### src/rtl/posit_add_stream_es3_pkg.sv
// Shared constants and result record for the ES=3 posit adder stream wrapper.
// Defining POSIT_ADD_TAG_EN adds a sideband tag field to add_result_t.
package posit_defines_es3;
  localparam int POSIT_ADD_LATENCY = 8;
  localparam int POSIT_ADD_TAG_W   = 8;

  typedef struct packed {
`ifdef POSIT_ADD_TAG_EN
    logic [POSIT_ADD_TAG_W-1:0] tag;
`endif
    logic [31:0] result;
    logic        inf;
    logic        zero;
  } add_result_t;
endpackage

### src/rtl/posit_add_stream_es3_fifo.sv
// Synchronous DEPTH-entry result FIFO: head read straight from registered storage.
// The caller guarantees no push when full and no pop when empty.
module posit_result_fifo
  import posit_defines_es3::*;
#(
  parameter  int DEPTH = 16,
  localparam int PW    = $clog2(DEPTH),
  localparam int CW    = $clog2(DEPTH + 1)
) (
  input  logic          clk,
  input  logic          reset_n,
  input  logic          push_i,
  input  add_result_t   wdata_i,
  input  logic          pop_i,
  output add_result_t   head_o,
  output logic [CW-1:0] count_o
);
  add_result_t   mem_q [DEPTH];
  logic [PW-1:0] wr_ptr_q, rd_ptr_q;
  logic [CW-1:0] count_q, count_d;

  always_comb begin
    count_d = count_q;
    case ({push_i, pop_i})
      2'b10:   count_d = count_q + CW'(1);
      2'b01:   count_d = count_q - CW'(1);
      default: count_d = count_q;
    endcase
  end

  always_ff @(posedge clk or negedge reset_n) begin
    if (!reset_n) begin
      wr_ptr_q <= '0;
      rd_ptr_q <= '0;
      count_q  <= '0;
    end else begin
      if (push_i) wr_ptr_q <= wr_ptr_q + PW'(1);
      if (pop_i)  rd_ptr_q <= rd_ptr_q + PW'(1);
      count_q <= count_d;
    end
  end

  // Payload needs no reset: only entries below count are ever observed.
  always_ff @(posedge clk) begin
    if (push_i) mem_q[wr_ptr_q] <= wdata_i;
  end

  assign head_o  = mem_q[rd_ptr_q];
  assign count_o = count_q;
endmodule

### src/rtl/posit_add_stream_es3.sv
// Valid/ready wrapper around the fixed-latency posit adder with credit-based result FIFO.
// POSIT_ADD_TAG_EN adds in_tag/out_tag and a tag delay line matched to the adder latency.
module posit_add_stream_es3
  import posit_defines_es3::*;
#(
  parameter int DEPTH       = 16,
  parameter int ADD_LATENCY = POSIT_ADD_LATENCY,
  parameter int TAG_W       = POSIT_ADD_TAG_W
) (
  input  logic             clk,
  input  logic             reset_n,
  input  logic             in_valid,
  output logic             in_ready,
  input  logic [31:0]      in_a,
  input  logic [31:0]      in_b,
`ifdef POSIT_ADD_TAG_EN
  input  logic [TAG_W-1:0] in_tag,
`endif
  output logic [31:0]      add_in1,
  output logic [31:0]      add_in2,
  output logic             add_start,
  input  logic [31:0]      add_result,
  input  logic             add_inf,
  input  logic             add_zero,
  input  logic             add_done,
  output logic             out_valid,
  input  logic             out_ready,
  output logic [31:0]      out_result,
  output logic             out_inf,
  output logic             out_zero,
`ifdef POSIT_ADD_TAG_EN
  output logic [TAG_W-1:0] out_tag,
`endif
  output logic             err_orphan
);
  localparam int CW = $clog2(DEPTH + 1);

  if ((DEPTH & (DEPTH - 1)) != 0 || DEPTH < ADD_LATENCY || TAG_W < 1) begin : g_bad_cfg
    $error("posit_add_stream_es3: DEPTH must be a power of two and >= ADD_LATENCY");
  end

  logic [CW-1:0] inflight_q, inflight_d, fifo_count;
  logic [CW:0]   credit_sum;
  logic          err_orphan_q, accept, ret, pop;
  add_result_t   wdata, head;

  // Credits come from registered counters only, so out_ready never reaches in_ready.
  assign credit_sum = {1'b0, inflight_q} + {1'b0, fifo_count};
  assign in_ready   = credit_sum < (CW+1)'(DEPTH);
  assign accept     = in_valid & in_ready;
  assign add_start  = accept;
  assign add_in1    = in_a;
  assign add_in2    = in_b;
  assign ret        = add_done & (inflight_q != '0);

  always_comb begin
    inflight_d = inflight_q;
    case ({accept, ret})
      2'b10:   inflight_d = inflight_q + CW'(1);
      2'b01:   inflight_d = inflight_q - CW'(1);
      default: inflight_d = inflight_q;
    endcase
  end

  always_ff @(posedge clk or negedge reset_n) begin
    if (!reset_n) begin
      inflight_q   <= '0;
      err_orphan_q <= 1'b0;
    end else begin
      inflight_q   <= inflight_d;
      err_orphan_q <= err_orphan_q | (add_done & (inflight_q == '0));
    end
  end

`ifdef POSIT_ADD_TAG_EN
  logic [ADD_LATENCY-1:0][TAG_W-1:0] tag_sr_q;

  // Idle slots shift in zero so the tap lines up with add_done for each issued op.
  always_ff @(posedge clk or negedge reset_n) begin
    if (!reset_n) begin
      tag_sr_q <= '0;
    end else begin
      tag_sr_q[0] <= accept ? in_tag : '0;
      for (int i = 1; i < ADD_LATENCY; i++) tag_sr_q[i] <= tag_sr_q[i-1];
    end
  end
`endif

  always_comb begin
    wdata        = '0;
    wdata.result = add_result;
    wdata.inf    = add_inf;
    wdata.zero   = add_zero;
`ifdef POSIT_ADD_TAG_EN
    wdata.tag    = tag_sr_q[ADD_LATENCY-1];
`endif
  end

  assign pop = out_valid & out_ready;

  posit_result_fifo #(.DEPTH(DEPTH)) u_fifo (
    .clk     (clk),
    .reset_n (reset_n),
    .push_i  (ret),
    .wdata_i (wdata),
    .pop_i   (pop),
    .head_o  (head),
    .count_o (fifo_count)
  );

  assign out_valid  = fifo_count != '0;
  assign out_result = head.result;
  assign out_inf    = head.inf;
  assign out_zero   = head.zero;
`ifdef POSIT_ADD_TAG_EN
  assign out_tag    = head.tag;
`endif
  assign err_orphan = err_orphan_q;
endmodule

### config.mk
export PLATFORM = sky130hd
export DESIGN_NAME = posit_add_stream_es3
export DESIGN_NICKNAME = d
export VERILOG_FILES = /design/src/rtl/posit_add_stream_es3_pkg.sv /design/src/rtl/posit_add_stream_es3_fifo.sv /design/src/rtl/posit_add_stream_es3.sv
export SDC_FILE = /design/constraint.sdc
export NUM_CORES = 1
export LEC_CHECK = 0
export BUFFER_PORTS_ARGS = -buffer_cell sky130_fd_sc_hd__buf_2
export CAP_MARGIN = 5
export CORE_MARGIN = 4
export CORE_UTILIZATION = 59
export DETAILED_ROUTE_END_ITERATION = 8
export HOLD_SLACK_MARGIN = 0.12
export PLACE_DENSITY = 0.77
export SLEW_MARGIN = 10
export SYNTH_ARGS = -nofsm -noshare
export SYNTH_HDL_FRONTEND = slang
export SYNTH_SLANG_ARGS = --single-unit
### constraint.sdc
create_clock -name clk -period 5.8 [get_ports clk]
set_input_delay 0.87 -clock clk [delete_from_list [all_inputs] [get_ports clk]]
set_output_delay 0.87 -clock clk [all_outputs]
set_load 0.02 [all_outputs]
Word level (Yosys, flattened, before mapping)
Memory sizes are Yosys's and may differ from the RTL's.
Index checks and enable logic that the tools add are counted.
{ "word_totals": {"regBits": 19, "wordCells": 32, "latch_bits": 0, "output_inout_bits": 102, "ram_bits": 544, "romBits": 0, "mem_count": 1} }
{ "op_classes": {"mux": 4, "n_div": 0, "bitwise_logic": 5, "reduce_logical": 5, "n_addsub": 7, "multipliers": 0, "eq_ne": 4, "shifts": 0, "n_lt_le_gt_ge": 1} }
{ "mem_list": {"columns": ["name", "words", "word_bits", "rd", "rd_ports_with_merged_regs", "wr", "line", "text"], "rows": [
  ["u_fifo.mem_q", 16, 34, 1, 0, 1, "posit_add_stream_es3_fifo.sv:18", "add_result_t mem_q [DEPTH];"]
]} }
{ "ops": {"columns": ["op", "n"], "rows": [
  ["5-bit one-hot mux with 2 select lines", 2],
  ["5-bit by 1-bit adder with 5-bit output, second input constant", 2],
  ["5-bit nonzero test", 2],
  ["5-bit by 1-bit subtractor with 5-bit output, second input constant", 2],
  ["4-bit by 1-bit adder with 4-bit output, second input constant", 2],
  ["5-bit by 5-bit adder with 6-bit output", 1],
  ["6-bit by 5-bit < comparator with 1-bit output, second input constant", 1],
  ["5-bit zero test", 1],
  ["1-bit bitwise AND", 4],
  ["2-bit by 1-bit equality test with 1-bit output, second input constant", 2],
  ["2-bit equality test, second input constant", 2],
  ["2-bit nonzero test", 2],
  ["1-bit 2-to-1 mux", 2],
  ["1-bit OR", 1]
]} }

Logic depth before layout (Yosys ltp)
Gate-level depths: netlist (run 1).
{ "logic_depth": {"word_depth": 5, "ltp_mapped": 12} }

Modules after synthesis
From an unflattened synthesis (run 1), not the netlist that was laid out.
{ "unflattened": {"cells_unflattened": 1043, "area_unflattened_um2": 22161.3} }
{ "modules_own_cells": {"columns": ["module", "instances", "area_each_um2", "cells_per_inst"], "rows": [
  ["posit_result_fifo", 1, 21136.5, 922],
  ["posit_add_stream_es3", 1, 1024.7, 121]
]} }

Worst setup path after synthesis (run 1)
No wires, ideal clock.
{ "synth_timing": {"path_kind": "input port to flip-flop", "start": "input add_done", "end": "memory u_fifo.mem_q[0][0] (netlist name), enable pin", "arrival_time_ns": 4.516, "path_stages": 2, "setup_slack_ns": 0.762, "path_buffers": 0, "cell_sequence": "o21ai_4 -> nor4b_1"} }
{ "synth_via": {"elab_chain_len": 3} }
{ "synth_lines": {"columns": ["element", "line", "text"], "rows": [
  ["start: declaration", "posit_add_stream_es3.sv:25", "input logic add_done,"],
  ["1-bit bitwise AND", "posit_add_stream_es3.sv:54", "assign ret = add_done & (inflight_q != '0);"],
  ["1-bit 2-to-1 mux", "posit_add_stream_es3_fifo.sv:45", "if (push_i) mem_q[wr_ptr_q] <= wdata_i;"],
  ["1-bit 2-to-1 mux (implied by the code)", "posit_add_stream_es3_fifo.sv:45", null],
  ["end: declaration", "posit_add_stream_es3_fifo.sv:18", null]
]} }
No other way between the ends.

Final worst setup path (run 1)
{ "layout_timing": {"start": "register u_fifo.rd_ptr_q[0]", "end": "output out_result[1]"} }
{ "layout_via": {"elab_chain_len": 1} }
{ "layout_lines": {"columns": ["element", "line", "text"], "rows": [
  ["start: declaration", "posit_add_stream_es3_fifo.sv:19", "logic [PW-1:0] wr_ptr_q, rd_ptr_q;"],
  ["start signal: assignment", "posit_add_stream_es3_fifo.sv:38", "if (pop_i) rd_ptr_q <= rd_ptr_q + PW'(1);"],
  ["memory 16 x 34 bit", null, null],
  ["end: declaration", "posit_add_stream_es3.sv:28", "output logic [31:0] out_result,"]
]} }
No other way between the ends.

==> metrics.sh, run 1 <==
ANTENNA_VIOLATION_NET_COUNT_AFTER_DETAILED_ROUTING=0
ROUTE.FINAL.WIRE_LENGTH_UM=46770
PLACEABLECOREAREA_UM2=36870
POWER.SEQUENTIAL.FRACTION=0.430
RUN_STATUS='finished, final reports clean'
PIN_COUNT_OF_THE_BIGGEST_NET_ENTERING_GLOBAL_ROUTING=53
LAYOUT.CELLS.MOST_COMMON='edfxtp_1'
MIN-DELAY-PATH-CLASS='in2async'
DRT_ITER0_DRC=1351
PWR_DENSITY_CELL_nW_PER_UM2=501.9
NUMPORTBUFFERS=76
NETSWITCHINGFRACTION=0.3141
SLEW_HEADROOM=0.2203
CORE.ROWCOUNT=70
RSZ0062_AT_GRT='false'
POST_ROUTE_CELLS_DRIVE_ABOVE_1_SHARE=0.3022
POST_SYNTH.CELL_AREA_AVG_UM2=21.39
DRCVIOLATIONCOUNT=0
TIMING.MAX_CAP.VIOLATIONS=0
FINAL_CELL_MIX='edfxtp_1, mux4_2, buf_2'
CTSHOLDBUFFERS=0
WORSTPATHMAXFANOUT=45
YOSYS_REGISTER_BITS=563
SETUP.WORST_PATH.CLASS='reg2out'
TRACK_USAGE=0.2321
WIRE_LENGTH_OF_THE_FIRST_GLOBAL_ROUTING_PASS_UM=70500
WORSTREGTOREGCELLS=9
START_KIND='flop'
NET-SWITCHING-POWER_W=0.003852
P_LEAK_nW=7.947
IOPINCOUNT=205
VDD_IR_DROP_MAX_V=0.0002729
POST_CTS.REPAIR.SETUP_BUFFERS=0
DIE_H_UM=201.9
WORST_EP_ARRIVAL_TIME_PS=3280
POST_SYNTH_INST_COUNT=1037
NETLIST_AREA_BEFORE_PLACEMENT_UM2=22180
CRITPATHSLOWESTCELL='dfrtp_4'
TIMING.SETUP.TNS_PS=0
REPORT.FINAL.SETUP_VIOL=0
FINAL_HOLD_VIOL_COUNT=0
FLOORPLAN.INITIALDENSITY=0.6014
MIN_HOLD_SLACK_PS=233.5
DETAIL_ROUTE.FIRST_PASS.ITERATIONS=5
CLOCK_PIN_SLEW_OF_THE_REGISTERS_ON_THE_WORST_CASE_SETUP_AND_HOLD_PATHS_PS=60
CRIT_CHAIN='buf_4 > mux4_2 > a22oi_1 > nand2_1 > buf_2'
CTS_TREE='done'
SYNTH.DISTINCT_CELLS=44
ASYNC_RESET_FF_FRAC=0.03375
MAX_STAGE_DELAY_PS=1030
CLKPWRFRAC=0.272
WORSTMARGINPINSLEW_PS=1170
ANTENNA_FOUND_INITIAL=6
NETS=1204
VIAS=10470
YS_WARN_COUNT=0
WORSTSKEWPAIRLATENCY_PS=570
YOSYSSEQAREASHARE=0.7581
COMBPWRFRAC=0.298
DP.FINAL_HPWL_UM=23550
WORST_CLOCK_SKEW_PS=20.37
WORST_SETUP_PATH_END_KIND='primary output'
POST-ROUTE-PERIOD-UTIL=0.7161
CTS_BUFFERS=54
FP.DIEAREA_UM2=40750
GLOBAL_ROUTE_CONGESTION_OVERFLOW_TOTAL=0
FINALPOWER_W=0.01227
HTREE_NUM_LEVELS=2
GP_CONGESTION=0.7333
CTS_BUFFER_DEPTH=3
FINALCRITICALPERIOD_PS=4153
REPORT.FINAL.SLEW_VIOL_COUNT=0
FIRST_GLOBAL_VIAS=11010
CLKSINKCOUNT=563
DIE_WIDTH_UM=201.9
TIMING.FMAX_MHz=240.8
DETAIL_ROUTE.VIAS_PER_CELL=6.412
SYNTH-EDFF-COUNT=544
AREAGROWTHSYNTHTOFINISH_PCT=10.21
AVGROUTEDWIREPERCELL_UM=28.66
SYN-NUM-NETS=1159
CLK_ROOT_BUFFER_CELL='clkbuf_16'
CELL_INTERNAL_PWR_W=0.008414
YS.FLOP_TYPE='edfxtp_1'
CTS.REPAIR.RESIZED=0
CRITICAL_PATH_REQUIRED_PS=4930
## flip-flops by register name (all words and copies together), names as in the netlist
register and cells:
u_fifo.rd_ptr_q 4, u_fifo.wr_ptr_q 4, u_fifo.mem_q 544, inflight_q 5, err_orphan 1, u_fifo.count_o 5
## path summary, 6_finish.rpt
path,startpoint,endpoint,slack [ps]
max in group asynchronous,reset_n,u_fifo.rd_ptr_q[0],5220
min,reset_n,u_fifo.count_o[3],230
min reg2reg,err_orphan,err_orphan,470
max reg2reg,inflight_q[0],inflight_q[4],2650
max,u_fifo.rd_ptr_q[0],out_result[1],1650
min in group clk,err_orphan,err_orphan,470
## area by class of cell
class | count | area, um^2
antenna | 3 | 7.507
sequential | 563 | 16820
clock inverter | 31 | 220.2
timing repair buffer | 104 | 603.1
clock buffer | 68 | 1468
multi-input combinational | 350 | 4659
fill | 2279 | 12430
inverter | 9 | 33.78
tap | 504 | 630.6
## metal layers
metal / GRT usage / routed length (um)
met5: 0 / 47
met1: 0.3241 / 17800
met3: 0.04412 / 3790
met4: 0.06812 / 1114
met2: 0.3827 / 24020
## Yosys cell counts, types with 3 or more instances
library cell / number / area share
xor2_1: 3 / 0.0012
nand2_1: 46 / 0.0078
clkbuf_1: 26 / 0.0044
xnor2_1: 9 / 0.0036
nor2b_1: 5 / 0.0014
nor3b_1: 5 / 0.0017
nor3_1: 4 / 0.00090
nor4b_1: 4 / 0.0016
buf_1: 7 / 0.0012
nor2_1: 5 / 0.00085
buf_4: 69 / 0.023
and4_1: 4 / 0.0016
o311ai_0: 3 / 0.0012
o21ai_0: 9 / 0.0020
buf_6: 7 / 0.0036
a21oi_1: 4 / 0.00090
inv_1: 8 / 0.0014
edfxtp_1: 544 / 0.74
a22oi_1: 68 / 0.023
dfrtp_1: 19 / 0.021
mux4_2: 136 / 0.14
and3_1: 4 / 0.0011
buf_2: 6 / 0.0014
ha_1: 17 / 0.0096
## metrics by stage
stage | area (um^2) | util | cells | worst slack, ps
final | 24440 | 0.6628 | 1632 | 1647
after CTS | 24430 | 0.6626 | 1629 | 1569
after global placement | 22750 | 0.6169 | 1530 | 2238
after floorplan | 22180 | - | 1037 | 761.7
after detailed placement | 22750 | 0.6169 | 1530 | 2209
after global routing | 24440 | 0.6628 | 1631 | 1393
## power by group through the flow
stage / logic (W) / clock network [W] / registers, W
final: 0.00366 / 0.00333 / 0.00528
after CTS: 0.00371 / 0.00338 / 0.00528
after global placement: 0.00362 / 0 / 0.00532
after detailed placement: 0.00366 / 0 / 0.00535
after floorplan: 0.00285 / 0 / 0.00512
after global routing: 0.00394 / 0.00358 / 0.00533
## kinds of logic after synthesis
logic type	synth area share
buffers and inverters	0.03538
AND/OR/NAND/NOR	0.02054
multiplexers	0.1391
AO/OA/AOI/OAI	0.03075
XOR/XNOR	0.004740
adder cells (fa/ha/maj)	0.01140
flip-flops	0.7581
## worst max-delay path: cells and delay by family (launching register included)
| family | cells | cell delay [ps] |
|---|---|---|
| AND/OR/NAND/NOR | 1 | 190 |
| AO/OA/AOI/OAI | 1 | 170 |
| flip-flops | 1 | 1030 |
| multiplexers | 1 | 570 |
| buffers and inverters | 2 | 720 |
Note: power is estimated with default switching activity, not from simulation.
==> run 2: changes to the inputs <==
CORE_UTILIZATION = 53   (was 59)
PLACE_DENSITY = 0.73   (was 0.77)
clock period = 3.6 ns   (was 5.8 ns; I/O delays follow)
==> metrics.sh, run 2 (synthesis gave the netlist of run 1 again) <==
CELL_INTERNAL_PWR_W=0.01379
WORSTPATHMAXFANOUT=29
PIN_COUNT_OF_THE_BIGGEST_NET_ENTERING_GLOBAL_ROUTING=61
GLOBAL_ROUTE_CONGESTION_OVERFLOW_TOTAL=0
REPORT.FINAL.SLEW_VIOL_COUNT=0
DETAIL_ROUTE.FIRST_PASS.ITERATIONS=5
RSZ0062_AT_GRT='false'
FINALCRITICALPERIOD_PS=3309
CLK_ROOT_BUFFER_CELL='clkbuf_16'
CTS_BUFFER_DEPTH=3
PLACEABLECOREAREA_UM2=41110
TRACK_USAGE=0.2034
CORE.ROWCOUNT=74
NET-SWITCHING-POWER_W=0.006279
LAYOUT_SETUP_WS_PS=291.1
DRT_ITER0_DRC=1148
DRCVIOLATIONCOUNT=0
WORSTMARGINPINSLEW_PS=1065
FIRST_GLOBAL_VIAS=10790
WORSTSKEWPAIRLATENCY_PS=590
CRITICAL_PATH_REQUIRED_PS=3060
RUN_STATUS='finished, final reports clean'
POST_ROUTE_CELLS_DRIVE_ABOVE_1_SHARE=0.3107
TOP_REGISTER='u_fifo.mem_q'
VDD_IR_DROP_MAX_V=0.0004905
MIN-DELAY-PATH-CLASS='in2reg'
LAYOUT.CELLS.MOST_COMMON='edfxtp_1'
CLKSINKCOUNT=563
GP_CONGESTION=0.7462
TIMING.RR.START='inflight_q[0]'
DIE_H_UM=212.6
FLOORPLAN.INITIALDENSITY=0.5394
TIMING.MAX_CAP.VIOLATIONS=0
NETS=1216
DETAILEDPLACE.WORSTSLACK_PS=447.7
NETSWITCHINGFRACTION=0.3128
ANTENNA_VIOLATION_NET_COUNT_AFTER_DETAILED_ROUTING=0
CTS.REPAIR.RESIZED=0
ROUTE.FINAL.WIRE_LENGTH_UM=45580
POWER.SEQUENTIAL.FRACTION=0.417
DP.FINAL_HPWL_UM=24830
DIE_WIDTH_UM=212.6
WIRE_LENGTH_OF_THE_FIRST_GLOBAL_ROUTING_PASS_UM=68030
SETUP.WORST_PATH.CLASS='reg2out'
IOPINCOUNT=205
CLKPWRFRAC=0.273
FINALPOWER_W=0.02007
START_KIND='flop'
CTS_BUFFERS=55
LARGEST_REG_FLOPS=544
REG2REG_SETUP_SLACK_PS=460
CRITICAL_PATH.TOP_DELAY_FAMILY='flip-flops'
WORST_CLOCK_SKEW_PS=11.95
FINAL_CELL_MIX='edfxtp_1, mux4_2, buf_2'
ANTENNA_FOUND_INITIAL=5
CLOCK_PIN_SLEW_OF_THE_REGISTERS_ON_THE_WORST_CASE_SETUP_AND_HOLD_PATHS_PS=60
FP.DIEAREA_UM2=45180
CTS_TREE='done'
DETAIL_ROUTE.VIAS_PER_CELL=6.190
WORST_EP_ARRIVAL_TIME_PS=2770
TIMING.SETUP.TNS_PS=0
POSTLAYOUTCOREUTIL=0.6006
AREAGROWTHSYNTHTOFINISH_PCT=11.34
REPORT.FINAL.SETUP_VIOL=0
NUMPORTBUFFERS=76
CRITPATHLAUNCH='u_fifo.rd_ptr_q[0]'
AVGROUTEDWIREPERCELL_UM=27.31
SLEW_HEADROOM=0.2890
TIMING.CRITICAL_PATH.BUF_INV=2
POST-ROUTE-PERIOD-UTIL=0.9191
COMBPWRFRAC=0.311
MIN_HOLD_SLACK_PS=234.3
TIMING.FMAX_MHz=302.2
PWR_DENSITY_CELL_nW_PER_UM2=812.9
P_LEAK_nW=8.075
HOLD_PATH_STARTPOINT='add_done'
FINAL_HOLD_VIOL_COUNT=0
VIAS=10330
HTREE_NUM_LEVELS=2
WORST_SETUP_PATH_END_KIND='primary output'
CRITPATHSLOWESTCELL='dfrtp_4'
MAX_STAGE_DELAY_PS=700
CRIT_CHAIN='buf_12 > mux4_2 > a22oi_1 > nand2_1 > buf_2'
-- run 2: per-stage QoR --
step	instance area, um^2	instances
global placement	22930	1566
CTS	24660	1666
global route	24690	1668
floorplan	22210	1037
detailed placement	22930	1566
finish	24690	1669
-- run 2: cell type report --
cell class	count	area (um^2)
fill	2861	16420
antenna	1	2.502
multi-input combinational	350	4702
tap	532	665.6
inverter	9	33.78
clock inverter	29	239.0
timing repair buffer	115	754.5
clock buffer	70	1475
sequential	563	16820
-- run 2: power by group through the flow --
stage	combinational (W)	clock (W)	sequential [W]
6_report	0.00624	0.00547	0.00836
4_1_cts	0.00627	0.00556	0.00841
3_5_place_dp	0.00623	0	0.00854
3_3_place_gp	0.00613	0	0.00849
2_1_floorplan	0.00460	0	0.00824
5_1_grt	0.00674	0.00586	0.00843
-- run 2: routing by layer --
layer / up-vias / wire length, um / track usage / part of all wire
met2: 437 / 22230 / 0.3202 / 0.49
met4: 6 / 1048 / 0.05375 / 0.023
met3: 105 / 3512 / 0.04309 / 0.077
li1: 4361 / - / - / -
met1: 5422 / 18760 / 0.2972 / 0.41
met5: - / 34 / 0 / 0.00075
-- run 2: final timing paths --
path,to,depth (start not counted)
min reg2reg,err_orphan,1
min,err_orphan,2
max,out_result[29],5
max in group asynchronous,u_fifo.rd_ptr_q[0],2
max reg2reg,inflight_q[4],9
min in group asynchronous,u_fifo.count_o[3],2
-- run 2: worst register-to-register path: cells and delay by family, from the launching register on --
family	cells	cell delay (ps)
AO/OA/AOI/OAI	4	980
adder cells (fa/ha/maj)	2	680
buffers and inverters	1	170
flip-flops	1	430
AND/OR/NAND/NOR	2	740
-- run 2: what timing repair did --
item,4_1_cts,5_1_grt
endpoints found under the hold margin,19,0
buffers inserted,0,1
endpoints found under the setup margin,0,21
hold buffers,1,0
==> run 3: changes to the inputs <==
CORE_UTILIZATION = 45   (was 53)
PLACE_DENSITY = 0.64   (was 0.73)
==> metrics.sh, run 3 (synthesis gave the netlist of run 1 again) <==
RUN_STATUS='finished, final reports clean'
ANTENNA_VIOLATION_NET_COUNT_AFTER_DETAILED_ROUTING=0
TIMING.RR.START='inflight_q[0]'
DETAIL_ROUTE.VIAS_PER_CELL=5.646
NET-SWITCHING-POWER_W=0.006376
WORSTMARGINPINSLEW_PS=869.6
RSZ0062_AT_GRT='false'
WIRE_LENGTH_OF_THE_FIRST_GLOBAL_ROUTING_PASS_UM=68340
P_LEAK_nW=8.074
TIMING.MAX_CAP.VIOLATIONS=0
MAX_STAGE_DELAY_PS=600
ROUTE.FINAL.WIRE_LENGTH_UM=45750
COUNT_OF_CELLS_ALONG_THE_WORST_HOLD_PATH=2
NUMPORTBUFFERS=76
FINAL_CELL_MIX='edfxtp_1, mux4_2, buf_2'
TOP_REGISTER='u_fifo.mem_q'
DRT_ITER0_DRC=916
CLKPWRFRAC=0.277
TIMING.CRITICAL_PATH.BUF_INV=2
FINALPOWER_W=0.02021
POST_CTS.REPAIR.SETUP_BUFFERS=0
DIE_H_UM=230.0
FP.DIEAREA_UM2=52900
PLACED_AREA_UM2=23110
POST-ROUTE-PERIOD-UTIL=0.9286
DETAIL_ROUTE.FIRST_PASS.ITERATIONS=5
ANTENNA_FOUND_INITIAL=3
CLOCK_PIN_SLEW_OF_THE_REGISTERS_ON_THE_WORST_CASE_SETUP_AND_HOLD_PATHS_PS=70
DETAILEDPLACE.WORSTSLACK_PS=370.8
VIAS=10190
WORST_CLOCK_SKEW_PS=25.20
HOLD_PATH_STARTPOINT='add_done'
REG2REG_SETUP_SLACK_PS=390
CTS_BUFFERS=56
REPORT.FINAL.SETUP_VIOL=0
CRITICAL_PATH.REG2REG.ENDPOINT='inflight_q[4]'
POST_ROUTE_CELLS_DRIVE_ABOVE_1_SHARE=0.3082
VDD_IR_DROP_MAX_V=0.0004617
WORST_EP_ARRIVAL_TIME_PS=2800
COMBPWRFRAC=0.309
CTS_TREE='done'
START_KIND='flop'
FIRST_GLOBAL_VIAS=10550
POWER.SEQUENTIAL.FRACTION=0.414
SLEW_HEADROOM=0.4202
CLKSINKCOUNT=563
WORST_SETUP_PATH_END_KIND='primary output'
WORSTSKEWPAIRLATENCY_PS=600
NETSWITCHINGFRACTION=0.3154
AVGROUTEDWIREPERCELL_UM=25.36
IOPINCOUNT=205
REPORT.FINAL.SLEW_VIOL_COUNT=0
DIE_WIDTH_UM=230.0
TIMING.FMAX_MHz=299.1
GLOBAL_ROUTE_CONGESTION_OVERFLOW_TOTAL=0
AREAGROWTHSYNTHTOFINISH_PCT=12.19
HTREE_NUM_LEVELS=2
CELL_INTERNAL_PWR_W=0.01384
NUMPLACEDINSTANCES=1698
WORSTPATHMAXFANOUT=52
CRITPATHSLOWESTCELL='dfrtp_4'
LARGEST_REG_FLOPS=544
CRITICAL_PATH_REQUIRED_PS=3060
TRACK_USAGE=0.1732
WORSTREGTOREGCELLS=9
GP_CONGESTION=0.7014
LAYOUT_SETUP_WS_PS=257.0
MIN_DELAY_WORST_ENDPOINT='err_orphan'
CRIT_CHAIN='buf_12 > mux4_2 > a22oi_1 > nand2_1 > buf_2'
FINISH.CELL_COUNT_WITHOUT_FILLERS=1804
PWR_DENSITY_CELL_nW_PER_UM2=812.4
DP.FINAL_HPWL_UM=25150
FINAL_AREA_UM2=24880
LAYOUT.CELLS.MOST_COMMON='edfxtp_1'
FLOORPLAN.INITIALDENSITY=0.4540
PLACEABLECOREAREA_UM2=48850
CORE.ROWCOUNT=81
PIN_COUNT_OF_THE_BIGGEST_NET_ENTERING_GLOBAL_ROUTING=53
MIN-DELAY-PATH-CLASS='in2reg'
CRITICAL_PATH.TOP_DELAY_FAMILY='flip-flops'
DRCVIOLATIONCOUNT=0
CLK_ROOT_BUFFER_CELL='clkbuf_16'
CTS_BUFFER_DEPTH=3
NETS=1215
SETUP.WORST_PATH.CLASS='reg2out'
FINALCRITICALPERIOD_PS=3343
FINAL_HOLD_VIOL_COUNT=0
[run 3: cell count changes in the layout (fill, tap and decap cells not counted), sizes merged]
cell,change
buf,-2
bufinv,+1
clkbuf,+5
clkinv,-2
inv,+1
[run 3: through the flow]
stage	setup TNS [ps]	hold slack, ps	util
global route	0	204.6	0.5093
finish	0	221.6	0.5093
floorplan	-78910	244.4	-
CTS	0	191.1	0.5093
detailed placement	0	446.6	0.4731
global placement	0	444.1	0.4731
[run 3: worst max-delay path by stage]
stage	slack, ps	startpoint	end	cells past startpoint
global route	90	u_fifo.rd_ptr_q[0]	out_result[8]	5
floorplan	-1160	u_fifo.wr_ptr_q[0]	u_fifo.mem_q[0][0]	3
detailed placement	370	inflight_q[0]	inflight_q[4]	9
CTS	190	u_fifo.rd_ptr_q[0]	out_result[8]	5
finish	260	u_fifo.rd_ptr_q[0]	out_result[8]	5
global placement	450	inflight_q[0]	inflight_q[4]	9
[run 3: power by group through the flow]
stage                     combinational [W]  clock [W]  sequential [W]
after global routing                0.00675    0.00600         0.00844
after detailed placement            0.00636          0         0.00851
after CTS                           0.00639    0.00571         0.00838
after floorplan                     0.00460          0         0.00824
final                               0.00624    0.00560         0.00837
after global placement              0.00632          0         0.00848
[run 3: area by class of cell]
type,instances,area [um^2]
fillers,3842,23970
flip-flops and latches,563,16820
multi-input cells,350,4702
clock buffers,75,1473
well taps,664,830.8
repair buffers,113,735.7
clock inverters,29,284.0
inverters,9,33.78
diodes,1,2.502
[run 3: per-layer routing]
layer | global-route usage | wire length [um] | vias up
li1 | - | - | 4373
met1 | 0.2514 | 20030 | 5425
met2 | 0.2759 | 22230 | 304
met3 | 0.03469 | 2661 | 82
met4 | 0.04008 | 813 | 2
met5 | 0 | 13 | -
[run 3: timing repair]
action / 4_1_cts / 5_1_grt
gates resized for setup: 0 / 0
endpoints found under the setup margin: 0 / 0
hold buffers: 1 / 0
endpoints found under the hold margin: 19 / 0
[run 3: worst register-to-register path: stages (launching register included)]
cell      delay [ps]
dfrtp_1          430
or4_4            570
o21ai_4          320
inv_2            170
ha_1             320
ha_1             350
nor2b_1          150
o21a_1           190
o311ai_0         340
o311ai_0         200
